[config.mk]
export PLATFORM = sky130hd
export DESIGN_NAME = spi_controller_flat
export DESIGN_NICKNAME = d
export VERILOG_FILES = /design/src/rtl/spi_controller_if.sv /design/src/rtl/spi_controller.sv /design/src/flat_wrapper.sv
export SDC_FILE = /design/constraint.sdc
export NUM_CORES = 1
export LEC_CHECK = 0
export CORE_MARGIN = 10
export CORE_UTILIZATION = 66
export CTS_CLUSTER_SIZE = 12
export DETAILED_ROUTE_END_ITERATION = 8
export DONT_BUFFER_PORTS = 1
export PLACE_DENSITY_LB_ADDON = 0.08
export SLEW_MARGIN = 20
export SYNTH_ARGS = -nofsm -noshare
export SYNTH_HDL_FRONTEND = slang
export SYNTH_SLANG_ARGS = --single-unit
export TNS_END_PERCENT = 1
[constraint.sdc]
create_clock -name clk -period 4.3 [get_ports clk]
set_input_delay 0.645 -clock clk [delete_from_list [all_inputs] [get_ports clk]]
set_output_delay 0.645 -clock clk [all_outputs]
set_load 0.02 [all_outputs]
[src/rtl/spi_controller_if.sv]
// Command handshake, status and SPI pin bundle for spi_controller.
// master: command issuer / pin observer; slave: the controller itself.
interface spi_controller_if;
  logic       cmd_valid;
  logic       cmd_ready;
  logic       cmd_rw;
  logic [6:0] cmd_addr;
  logic [7:0] cmd_data;
  logic       busy;
  logic       done;
  logic       ncs;
  logic       sclk;
  logic       copi;

  modport master (
    output cmd_valid, cmd_rw, cmd_addr, cmd_data,
    input  cmd_ready, busy, done, ncs, sclk, copi
  );

  modport slave (
    input  cmd_valid, cmd_rw, cmd_addr, cmd_data,
    output cmd_ready, busy, done, ncs, sclk, copi
  );
endinterface

[src/rtl/spi_controller.sv]
// Write-only SPI mode-0 initiator: one 16-bit frame {data, addr, rw} per accepted
// command, shifted bit 0 first, with programmable sclk rate and ncs setup/hold/idle.
module spi_controller #(
  parameter int CLK_DIV  = 4,
  parameter int CS_SETUP = 2,
  parameter int CS_HOLD  = 2,
  parameter int CS_IDLE  = 4
) (
  input  logic           clk,
  input  logic           rst,
  spi_controller_if.slave bus
);

  typedef enum logic [2:0] {IDLE, SETUP, SHIFT, HOLD, GAP} state_t;

  localparam logic [7:0] DIV_LAST   = 8'(CLK_DIV - 1);
  localparam logic [7:0] SETUP_LAST = 8'(CS_SETUP - 1);
  localparam logic [7:0] HOLD_LAST  = 8'(CS_HOLD - 1);
  localparam logic [7:0] IDLE_LAST  = 8'(CS_IDLE - 1);

  state_t      state_q, state_d;
  logic [7:0]  div_q, div_d;
  logic [3:0]  bit_q, bit_d;
  logic [15:0] shreg_q, shreg_d;
  logic        ncs_q, ncs_d;
  logic        sclk_q, sclk_d;
  logic        copi_q, copi_d;
  logic        ready_q, ready_d;
  logic        busy_q, busy_d;
  logic        done_q, done_d;

  always_comb begin
    state_d = state_q;
    div_d   = div_q;
    bit_d   = bit_q;
    shreg_d = shreg_q;
    ncs_d   = ncs_q;
    sclk_d  = sclk_q;
    copi_d  = copi_q;
    ready_d = ready_q;
    busy_d  = busy_q;
    done_d  = 1'b0;
    case (state_q)
      IDLE: begin
        ncs_d  = 1'b1;
        sclk_d = 1'b0;
        copi_d = 1'b0;
        busy_d = 1'b0;
        if (bus.cmd_valid && ready_q) begin
          shreg_d = {bus.cmd_data, bus.cmd_addr, bus.cmd_rw};
          copi_d  = bus.cmd_rw;
          ncs_d   = 1'b0;
          busy_d  = 1'b1;
          ready_d = 1'b0;
          div_d   = '0;
          bit_d   = '0;
          state_d = SETUP;
        end else begin
          ready_d = 1'b1;
        end
      end
      SETUP: begin
        if (div_q == SETUP_LAST) begin
          div_d   = '0;
          sclk_d  = 1'b0;
          state_d = SHIFT;
        end else begin
          div_d = div_q + 8'd1;
        end
      end
      SHIFT: begin
        if (div_q == DIV_LAST) begin
          div_d  = '0;
          sclk_d = ~sclk_q;
          // Data only moves on the falling edge, so it is stable across each rise.
          if (sclk_q) begin
            if (bit_q == 4'hF) begin
              copi_d  = 1'b0;
              state_d = HOLD;
            end else begin
              bit_d  = bit_q + 4'd1;
              copi_d = shreg_q[bit_q + 4'd1];
            end
          end
        end else begin
          div_d = div_q + 8'd1;
        end
      end
      HOLD: begin
        if (div_q == HOLD_LAST) begin
          div_d   = '0;
          ncs_d   = 1'b1;
          done_d  = 1'b1;
          state_d = GAP;
        end else begin
          div_d = div_q + 8'd1;
        end
      end
      GAP: begin
        if (div_q == IDLE_LAST) begin
          div_d   = '0;
          busy_d  = 1'b0;
          ready_d = 1'b1;
          state_d = IDLE;
        end else begin
          div_d = div_q + 8'd1;
        end
      end
      default: state_d = IDLE;
    endcase
  end

  always_ff @(posedge clk or posedge rst) begin
    if (rst) begin
      state_q <= IDLE;
      div_q   <= '0;
      bit_q   <= '0;
      ncs_q   <= 1'b1;
      sclk_q  <= 1'b0;
      copi_q  <= 1'b0;
      ready_q <= 1'b0;
      busy_q  <= 1'b0;
      done_q  <= 1'b0;
    end else begin
      state_q <= state_d;
      div_q   <= div_d;
      bit_q   <= bit_d;
      ncs_q   <= ncs_d;
      sclk_q  <= sclk_d;
      copi_q  <= copi_d;
      ready_q <= ready_d;
      busy_q  <= busy_d;
      done_q  <= done_d;
    end
  end

  // Frame payload is pure data; it is always reloaded before use.
  always_ff @(posedge clk) begin
    shreg_q <= shreg_d;
  end

  assign bus.cmd_ready = ready_q;
  assign bus.busy      = busy_q;
  assign bus.done      = done_q;
  assign bus.ncs       = ncs_q;
  assign bus.sclk      = sclk_q;
  assign bus.copi      = copi_q;

endmodule

[src/flat_wrapper.sv]
// flat-port wrapper written by rule: the top's interface ports become plain ports
module spi_controller_flat 
#(
  parameter int CLK_DIV  = 4,
  parameter int CS_SETUP = 2,
  parameter int CS_HOLD  = 2,
  parameter int CS_IDLE  = 4
)
  (clk, rst, bus_cmd_valid, bus_cmd_rw, bus_cmd_addr, bus_cmd_data, bus_cmd_ready, bus_busy, bus_done, bus_ncs, bus_sclk, bus_copi);
  spi_controller_if bus_i ();
  input  logic clk;
  input  logic rst;
  input wire logic [$bits(bus_i.cmd_valid)-1:0] bus_cmd_valid;
  input wire logic [$bits(bus_i.cmd_rw)-1:0] bus_cmd_rw;
  input wire logic [$bits(bus_i.cmd_addr)-1:0] bus_cmd_addr;
  input wire logic [$bits(bus_i.cmd_data)-1:0] bus_cmd_data;
  output wire logic [$bits(bus_i.cmd_ready)-1:0] bus_cmd_ready;
  output wire logic [$bits(bus_i.busy)-1:0] bus_busy;
  output wire logic [$bits(bus_i.done)-1:0] bus_done;
  output wire logic [$bits(bus_i.ncs)-1:0] bus_ncs;
  output wire logic [$bits(bus_i.sclk)-1:0] bus_sclk;
  output wire logic [$bits(bus_i.copi)-1:0] bus_copi;
  assign bus_i.cmd_valid = bus_cmd_valid;
  assign bus_i.cmd_rw = bus_cmd_rw;
  assign bus_i.cmd_addr = bus_cmd_addr;
  assign bus_i.cmd_data = bus_cmd_data;
  assign bus_cmd_ready = bus_i.cmd_ready;
  assign bus_busy = bus_i.busy;
  assign bus_done = bus_i.done;
  assign bus_ncs = bus_i.ncs;
  assign bus_sclk = bus_i.sclk;
  assign bus_copi = bus_i.copi;
  spi_controller #(.CLK_DIV(CLK_DIV), .CS_SETUP(CS_SETUP), .CS_HOLD(CS_HOLD), .CS_IDLE(CS_IDLE)) u_core (.clk(clk), .rst(rst), .bus(bus_i));
endmodule
# Word-level counts from Yosys, hierarchy flattened
# Index checks and enable logic that the tools add are counted.
# totals
romBits	0
inputBits	19
memories	0
mem_bits_rw	0
latchBits	0
reg_bits	37
# op_classes
bitwise	1
addsub	2
n_mul	0
n_eq_ne	15
div	0
n_mux	37
shift	0
reduce_logical	17
n_lt_le_gt_ge	1
# ops
cell	count
$mux 8	3
$pmux 8 s3	1
$mux 3	7
$mux 4	4
$pmux 3 s5	1
$mux 1	14
$ne 2x1->1 const B	7
$add 8x1->8 const B	1
$eq 8x1->1 const B	1
$eq 8x2->1 const B	1
$pmux 1 s2	4
$pmux 4 s2	1
$reduce_and 2->1	4
$reduce_and 7->1	1
$eq 3x2->1 const B	2
$reduce_and 3->1	2
$reduce_bool 2->1	3
$reduce_bool 3->1	2
$lt 4x5->1 const B	1
$reduce_and 5->1	1
$add 4x1->4 const B	1
$bmux 1 s4	1
$eq 4x4->1 const B	1
$reduce_or 2->1	2
other kinds (7)	7

# Depth between registers and ports, before layout
# Gate-level depths: netlist (run 1).
# logic_depth
ltp_word	7
depth_mapped	5

# Least setup slack after synthesis (run 1)
# Ideal clock, no wire load.
# synth_timing
kind	reg2reg
from	register u_core.state_q[0]
to	register u_core.copi_q, in the netlist u_core.bus.copi
path_stages_with_launch	6
t_required_ns	4.234
period_less_slack_ns	2.540
arrival_ns	2.474
setup_ns	0.066
path_slack_ns	1.760
path_cell_list	dfrtp_1 -> clkbuf_1 -> or2_2 -> nor3_1 -> and2_1 -> a221o_1
# synth_between
elab_chain_len	3
elab_cells_between_ends	7
# synth_lines
element	line	rtl
from (decl)	spi_controller.sv:21	state_t state_q, state_d;
from (signal assigned)	spi_controller.sv:125	state_q <= state_d;
$eq 3x2->1 or $logic_not 3->1 (tied branches)	spi_controller.sv:43	case (state_q)
$ne 2x1->1 (no source line) or $reduce_bool 2->1 (tied branches)	n/a	
$reduce_and 3->1 (no source line)	n/a	
to (signal assigned)	spi_controller.sv:130	copi_q <= copi_d;
to (decl)	spi_controller.sv:27	logic copi_q, copi_d;
# Parallel ways exist; a longest one is shown, timed or not.
# A chain may end at the register's enable or synchronous reset.

# Worst setup path in the final report (run 1)
# layout_timing
from	register u_core.bit_q[0]
to	register u_core.copi_q, in the netlist u_core.bus.copi
# layout_between
elab_chain_len	7
elab_cells_between_ends	8
# layout_lines
element	line	rtl
from (decl)	spi_controller.sv:23	logic [3:0] bit_q, bit_d;
from (signal assigned)	spi_controller.sv:127	bit_q <= bit_d;
$add 4x1->4	spi_controller.sv:82	copi_d = shreg_q[bit_q + 4'd1];
$bmux 1 s4	spi_controller.sv:82	
$mux 1 (implied by the code)	spi_controller.sv:82	
$mux 1 *	spi_controller.sv:77	if (bit_q == 4'hF) begin
$mux 1 *	spi_controller.sv:76	if (sclk_q) begin
$mux 1 *	spi_controller.sv:72	if (div_q == DIV_LAST) begin
$pmux 1 s2 *	spi_controller.sv:43	
# Mark *: on every way between the ends. The rest lies on a longest branch, timed or not. The select of a mux whose other input is x is not followed.

==> out/results.tsv, run 1 <==
metric	value	unit
status	finished clean	
grt total ovfl	0	
PwrDens	320.2	nW/um2
Max-slew headroom	0.4553	
gr usage total	0.1554	
cell area after synthesis	1831	um2
I/O Pins	25	
measured slew at the worst slew-check pin	0.8162	ns
worst setup path end	u_core.bus.copi	
final setup fails	0	
syn_nets	179	
Main synth FF type	dfrtp_1	
clk_lat worst skew	0.36	ns
Port Buffers	0	
Area Growth Syn to Fin	6.152	%
Nets	183	
WL per Instance	20.11	um
die width	72.67	um
Ant. Diodes	0	
initial detailed-routing violation count	100	
Routed Antenna Nets	0	
Fin Setup TNS	0	ns
WP data required	4.55	ns
post-CTS resize count	0	
Yosys warnings	0	
Synth async-reset ratio	0.5676	
Final Critical Period	2.254	ns
clock sink total	37	
remaining routing DRC violations	0	
f_max	443.6	MHz
CTS tree	done	
Internal	492.0	uW
min-delay worst type	input pin to async pin	
GRT busiest layer	met2	
met1 usage	0.1845	
clk slew on worst S/H paths	0.12	ns
Pre-antenna DRT Iters	4	
post-layout util	0.7170	
CTS Buf Count	5	
design area	1943	um2
DP Wirelength	2865	um
Syn Inst Count	157	
initial antenna violation count	0	
Crit. Startpoint	u_core.bit_q[0]	
reg-to-reg startpoint	u_core.bit_q[0]	
VDD IR max	0.4101	mV
Slew Limit Fails	0	
clk buf depth	2	
RSZ-0062 raised after global routing	false	
Critical Path Sink Type	register	
Worst R2R End	u_core.bus.copi	
row count	19	
combinational fraction of design power	0.007	
drt total wl	3881	um
cts hold-fix bufs	0	
number of global-route vias before repair	1284	
layout cells sized above 1	0.1173	
worst reg2reg path depth	4	
Hold Vio Cnt, Final	0	
switch share	0.2092	
Synth Area per Inst	11.66	um2
crit path max fanout	8	
Yosys top cell area share	0.2734	
WS Path Type	register to register	
Post-CTS Repair Setup Buffers	0	
largest net degree at the start of global routing	22	
clock skew	0.004482	ns
routability cong.	0.8684	
DR vias/cell	6.772	
Sequential Power Share	0.593	
Unique masters post-synth	44	
synthesis-stage register bit count	37	
Die Y	72.67	um
Post-synth EDFFs	16	
clock share of power	0.401	
Final Cycle Share	0.5242	
die footprint	5280	um2
synth top area cells	dfrtp_1 27%, edfxtp_1 26%, mux4_2 6.2%	
leakage	0.7499	nW
max cap viols	0	
H-tree levels	2	
Core Footprint	2710	um2
Startpoint Class	register	
placed inst area	1859	um2
starting density of the core	0.6754	
FF-to-FF setup slack	2.05	ns
sw power	130.2	uW
Clock Tree Root	clkbuf_4	
met2 GRT Util	0.2428	
GRT met3 Usage	0.06667	
vias post-DR	1307	
first-pass GRT wire length	6348	um
cell taking the most area after synthesis	dfrtp_1	
register area share after synthesis	0.5502	
CP arrival	2.50	ns
-- metrics by stage --
step / worst slack (ns) / total power [mW] / hold WS, ns / std cells
after floorplan: 1.760 / 0.3793 / 0.4988 / 157
after global placement: 2.201 / 0.3806 / 0.5209 / 185
after detailed placement: 2.033 / 0.3807 / 0.5276 / 185
after CTS: 2.029 / 0.6226 / 0.3581 / 193
after global routing: 1.940 / 0.6389 / 0.3471 / 193
final: 2.046 / 0.6222 / 0.3199 / 193
-- routing by layer --
metal	share of wire	vias to the layer above
li1	-	599
met1	0.41	645
met2	0.49	57
met3	0.082	6
met4	0.012	0
met5	0	-
-- power groups by stage --
stage	clock network, mW	logic (mW)	registers, mW
finish	0.249	0.00418	0.369
CTS	0.249	0.00457	0.369
floorplan	0	0.00316	0.376
global placement	0	0.00445	0.376
global route	0.265	0.00496	0.369
detailed placement	0	0.00455	0.376
-- critical path, cell delays in order (launching register included) --
cell,delay [ns]
dfrtp_1,0.52
ha_1,0.47
mux4_2,0.34
mux4_2,0.48
a221o_1,0.34
-- worst min path at each step --
stage                    endpoint  slack, ns  cells after the start
5_1_grt        u_core.shreg_q[12]       0.35                      0
3_5_place_dp      u_core.div_q[0]       0.53                      1
2_1_floorplan     u_core.div_q[7]       0.50                      2
3_3_place_gp      u_core.div_q[7]       0.52                      2
6_report          u_core.bus.copi       0.32                      1
4_1_cts         u_core.state_q[0]       0.36                      1
-- cell type report --
cell class | instances | area, um2
sequential | 37 | 1007
multi-input combinational | 109 | 779.5
fill | 196 | 767.0
clock inverter | 3 | 46.29
tap | 31 | 38.79
clock buffer | 5 | 37.54
inverter | 7 | 26.28
timing repair buffer | 1 | 7.507
-- cells by family after synthesis --
family,share of synthesized area
AND/OR/NAND/NOR,0.1579
buffers and inverters,0.02666
flip-flops,0.5502
adder cells (fa/ha/maj),0.02051
XOR/XNOR,0.02871
AO/OA/AOI/OAI,0.1483
multiplexers,0.06767
-- sequential cells by signal (all words and copies together), names as in the netlist --
name	cells
u_core.div_q	8
u_core.bus.done	1
u_core.bus.ncs	1
u_core.bus.sclk	1
u_core.bus.copi	1
u_core.shreg_q	16
u_core.bus.busy	1
u_core.bus.cmd_ready	1
u_core.bit_q	4
u_core.state_q	3
-- synthesized netlist by cell type, drive strengths merged, types with 4 or more instances --
master and instances:
edfxtp 16, nor2 8, dfrtp 20, nor3 4
o21ai 12, o211ai 4, nand2 20, nand3 7
inv 7, xnor2 4, mux4 5, a21o 5
-- cell usage in the layout, fill, tap and decap left out, types with 3 or more instances in the layout --
cell type	instances
nand3_1	7
o21ai_0	7
clkbuf_4	5
nor2b_1	3
a21oi_1	3
nand2_1	20
dfrtp_1	20
edfxtp_1	16
inv_1	7
xnor2_1	4
mux4_2	5
ha_1	3
nor3_1	3
a21o_1	5
nor2_1	8
o211ai_1	4
o21ai_1	5
Power figures use the tool's default switching activity.
==> inputs of run 2 (changes only) <==
--- a/config.mk
+++ b/config.mk
@@ -6,7 +6,7 @@
 export NUM_CORES = 1
 export LEC_CHECK = 0
 export CORE_MARGIN = 10
-export CORE_UTILIZATION = 66
+export CORE_UTILIZATION = 62
 export CTS_CLUSTER_SIZE = 12
 export DETAILED_ROUTE_END_ITERATION = 8
 export DONT_BUFFER_PORTS = 1
==> constraint.sdc (replaced) <==
create_clock -name clk -period 2.16 [get_ports clk]
set_input_delay 0.324 -clock clk [delete_from_list [all_inputs] [get_ports clk]]
set_output_delay 0.324 -clock clk [all_outputs]
set_load 0.02 [all_outputs]
==> out/results.tsv, run 2 (synthesis results as in run 1) <==
metric	value	unit
status	finished clean	
remaining routing DRC violations	0	
final setup fails	0	
clk_lat worst skew	0.34	ns
# placed instances	190	
Critical Path Sink Type	register	
Hold Vio Cnt, Final	0	
PwrDens	623.1	nW/um2
Clock Tree Root	clkbuf_4	
area occupied by multi-input gates	779.5	um2
FF-to-FF setup slack	0.06	ns
measured slew at the worst slew-check pin	0.8038	ns
vias post-DR	1272	
clk slew on worst S/H paths	0.12	ns
reg-to-reg startpoint	u_core.bit_q[1]	
clock skew	0.009205	ns
cts hold-fix bufs	0	
clk buf depth	2	
max reg flops	16	
Worst R2R End	u_core.bus.copi	
CP arrival	2.33	ns
Layout Cells excl Fill	198	
CTS tree	done	
Hold Slack	0.005557	ns
VDD IR max	0.8060	mV
WP data required	2.39	ns
Port Buffers	0	
DP Wirelength	2634	um
I/O Pins	25	
Max-slew headroom	0.4635	
number of global-route vias before repair	1285	
most used cell, CP	mux4_2	
Startpoint Class	register	
Pre-antenna DRT Iters	4	
row count	19	
WL per Instance	18.18	um
largest net degree at the start of global routing	22	
Max stage delay cell, worst path	mux4_2	
first-pass GRT wire length	6182	um
post-CTS resize count	0	
Core Footprint	2781	um2
Final Cycle Share	0.9700	
placed inst area	1897	um2
Slew Limit Fails	0	
RSZ-0062 raised after global routing	false	
clock sink total	37	
Nets	188	
Ant. Diodes	0	
drt total wl	3600	um
most frequent cells in the layout	20 x nand2_1, 20 x dfrtp_1, 16 x edfxtp_1, 8 x nor2_1	
Post-CTS Repair Setup Buffers	0	
worst reg2reg path depth	4	
DR vias/cell	6.424	
Fin Setup TNS	0	ns
post-layout util	0.7121	
die footprint	5526	um2
design area	1981	um2
max cap viols	0	
initial detailed-routing violation count	112	
f_max	477.3	MHz
routability cong.	0.8461	
Die Y	74.34	um
leakage	0.7733	nW
Final Critical Period	2.095	ns
die width	74.34	um
fillcell total	198	
min-delay worst type	input pin to async pin	
Area Growth Syn to Fin	8.202	%
CTS Buf Count	5	
initial antenna violation count	0	
gr usage total	0.1437	
starting density of the core	0.6581	
Routed Antenna Nets	0	
grt total ovfl	0	
Crit path largest cell delay	0.46	ns
Critical Path, Cell by Cell	ha_1 > mux4_2 > mux4_2 > a221o_1	
layout cells sized above 1	0.1437	
Largest Register	u_core.shreg_q	
crit path max fanout	5	
H-tree levels	2	
Reg area	1007	um2
largest registers	u_core.shreg_q (16), u_core.div_q (8), u_core.bit_q (4)	
WS Path Type	register to register	
## run 2: cell type report
class / count / area share
sequential: 37 / 0.5085
clock inverter: 3 / 0.02337
multi-input combinational: 109 / 0.3936
clock buffer: 5 / 0.01895
inverter: 7 / 0.01327
tap: 31 / 0.01958
timing repair buffer: 6 / 0.02274
## run 2: worst max-delay path by stage
stage	from	endpoint	slack, ns
floorplan	u_core.state_q[0]	u_core.shreg_q[0]	0.17
global placement	u_core.bit_q[1]	u_core.bus.copi	0.21
detailed placement	u_core.bit_q[1]	u_core.bus.copi	0.09
CTS	u_core.bit_q[1]	u_core.bus.copi	0.06
global route	u_core.bit_q[1]	u_core.bus.copi	0.01
finish	u_core.bit_q[1]	u_core.bus.copi	0.06
## run 2: worst max-delay path, delay by kind of cell, from the launching register on
kind	cells	cell delay (ns)
DFF	1	0.43
muxes	2	0.80
adders and majority gates	1	0.42
AOI/OAI and AO/OA	1	0.32
## run 2: per-stage QoR
step	power [mW]	setup WS, ns
finish	1.234	0.06490
global route	1.269	0.01407
CTS	1.238	0.06425
detailed placement	0.7578	0.08671
global placement	0.7573	0.2101
floorplan	0.7552	0.1748
## run 2: report_power, final
group	internal, mW	switching (mW)	leakage [nW]
clock network	0.245	0.247	0.0414
registers	0.734	0	0.393
logic	0.000401	0.00781	0.339
## run 2: metal layers
layer  GRT usage  part of all wire
met1      0.1897              0.46
met2      0.2159              0.47
met3     0.04787             0.053
met4     0.05285             0.015
met5           0                 0
==> inputs of run 3 (changes only) <==
--- a/config.mk
+++ b/config.mk
@@ -5,12 +5,15 @@
 export SDC_FILE = /design/constraint.sdc
 export NUM_CORES = 1
 export LEC_CHECK = 0
+export CORE_ASPECT_RATIO = 1.75
 export CORE_MARGIN = 10
 export CORE_UTILIZATION = 62
+export CTS_CLUSTER_DIAMETER = 150
 export CTS_CLUSTER_SIZE = 12
 export DETAILED_ROUTE_END_ITERATION = 8
 export DONT_BUFFER_PORTS = 1
 export PLACE_DENSITY_LB_ADDON = 0.08
+export RECOVER_POWER = 25
 export SLEW_MARGIN = 20
 export SYNTH_ARGS = -nofsm -noshare
 export SYNTH_HDL_FRONTEND = slang
==> out/results.tsv, run 3 (synthesis results as in run 1) <==
metric	value	unit
status	finished clean	
clk_lat worst skew	0.29	ns
Layout Cells excl Fill	195	
Hold Vio Cnt, Final	0	
WS Path Type	register to register	
CP arrival	2.20	ns
number of global-route vias before repair	1387	
WL per Instance	21.09	um
starting density of the core	0.6322	
final setup fails	0	
sw power	242.2	uW
clk buf depth	2	
max cap viols	0	
min-delay worst type	input pin to async pin	
most used cell, CP	mux4_2	
Sequential Power Share	0.543	
DR vias/cell	6.672	
clock skew	0.007614	ns
PwrDens	671.6	nW/um2
Final Critical Period	2.028	ns
max reg flops	16	
drt total wl	4112	um
die footprint	5612	um2
first-pass GRT wire length	6879	um
Internal	1.110	mW
crit path max fanout	5	
clock sink total	37	
met1 usage	0.1489	
row count	26	
gr usage total	0.1663	
met2 GRT Util	0.2928	
Area Growth Syn to Fin	9.979	%
VDD IR max	0.7473	mV
Slew Limit Fails	0	
die width	61.08	um
Clock Tree Root	clkbuf_8	
Max-slew headroom	0.4400	
clk slew on worst S/H paths	0.07	ns
grt total ovfl	0	
f_max	493.0	MHz
DP Wirelength	3204	um
Critical Path, Cell by Cell	ha_1 > mux4_2 > mux4_2 > a221o_1	
Core Footprint	2895	um2
Ant. Diodes	0	
Nets	188	
remaining routing DRC violations	0	
WP data required	2.34	ns
Routed Antenna Nets	0	
placed inst area	1886	um2
layout cells sized above 1	0.1437	
cts hold-fix bufs	0	
initial detailed-routing violation count	75	
design area	2013	um2
RSZ-0062 raised after global routing	false	
Die Y	91.88	um
H-tree levels	2	
post-CTS resize count	0	
post-layout util	0.6953	
switch share	0.1791	
largest registers	u_core.shreg_q (16), u_core.div_q (8), u_core.bit_q (4)	
# placed instances	186	
Port Buffers	0	
CTS Buf Count	5	
Final Cycle Share	0.9390	
Largest Register	u_core.shreg_q	
CTS tree	done	
vias post-DR	1301	
Pre-antenna DRT Iters	4	
Crit path largest cell delay	0.46	ns
GRT busiest layer	met2	
Startpoint Class	register	
Critical Path Sink Type	register	
most frequent cells in the layout	20 x nand2_1, 20 x dfrtp_1, 16 x edfxtp_1, 8 x nor2_1	
initial antenna violation count	0	
Max stage delay cell, worst path	mux4_2	
largest net degree at the start of global routing	22	
leakage	0.7893	nW
routability cong.	0.8639	
clock share of power	0.450	
fillcell total	208	
Fin Setup TNS	0	ns
I/O Pins	25	
GRT met3 Usage	0.05110	
combinational fraction of design power	0.006	
Final Power	1.352	mW
measured slew at the worst slew-check pin	0.8390	ns
Post-CTS Repair Setup Buffers	0	
==> run 3: cell count changes in the layout (fill, tap and decap cells not counted), sizes merged <==
cell	previous run	this run
clkbuf	5	6
clkinv	1	0
==> run 3: power groups by stage <==
stage | Combinational (mW) | Sequential [mW] | Clock (mW)
after floorplan | 0.00647 | 0.749 | 0
after global placement | 0.00855 | 0.749 | 0
final | 0.00854 | 0.735 | 0.609
after detailed placement | 0.00915 | 0.749 | 0
after CTS | 0.00916 | 0.734 | 0.619
after global routing | 0.0102 | 0.734 | 0.647
==> run 3: metal layers <==
layer / vias to the layer above / wire length, um / part of all wire
li1: 603 / - / -
met1: 629 / 1369 / 0.33
met2: 52 / 2289 / 0.56
met3: 17 / 205 / 0.050
met4: 0 / 247 / 0.060
met5: - / 0 / 0
==> run 3: worst max-delay path, delay by kind of cell (launching register included) <==
| family | cells | cell delay [ns] |
|---|---|---|
| AO/OA/AOI/OAI | 1 | 0.32 |
| adder cells (fa/ha/maj) | 1 | 0.39 |
| flip-flops | 1 | 0.40 |
| multiplexers | 2 | 0.80 |
==> run 3: path summary, 6_finish.rpt <==
path,from,endpoint,slack (ns),cells after the start
worst min-delay path,rst,u_core.div_q[3],0.09,1
worst min register to register,u_core.div_q[7],u_core.div_q[7],0.55,2
max in group asynchronous,rst,u_core.bus.busy,1.55,1
worst max-delay path,u_core.bit_q[1],u_core.bus.copi,0.13,4
worst max register to register,u_core.bit_q[1],u_core.bus.copi,0.13,4
min in group clk,bus_cmd_addr[5],u_core.shreg_q[6],0.13,0
==> run 3: metrics by stage <==
step | hold WS [ns] | setup slack, ns
after floorplan | 0.2998 | 0.1748
after global routing | 0.1190 | 0.05840
final | 0.08661 | 0.1317
after detailed placement | 0.4229 | 0.1330
after global placement | 0.3960 | 0.1947
after CTS | 0.1151 | 0.1237
==> run 3: cell type report <==
class / count / area, um2 / share of cell area
repair buffers: 6 / 45.04 / 0.02237
flip-flops and latches: 37 / 1007 / 0.5003
multi-input cells: 109 / 779.5 / 0.3872
well taps: 28 / 35.03 / 0.01740
clock buffers: 6 / 82.58 / 0.04102
inverters: 7 / 26.28 / 0.01305
clock inverters: 2 / 37.54 / 0.01865
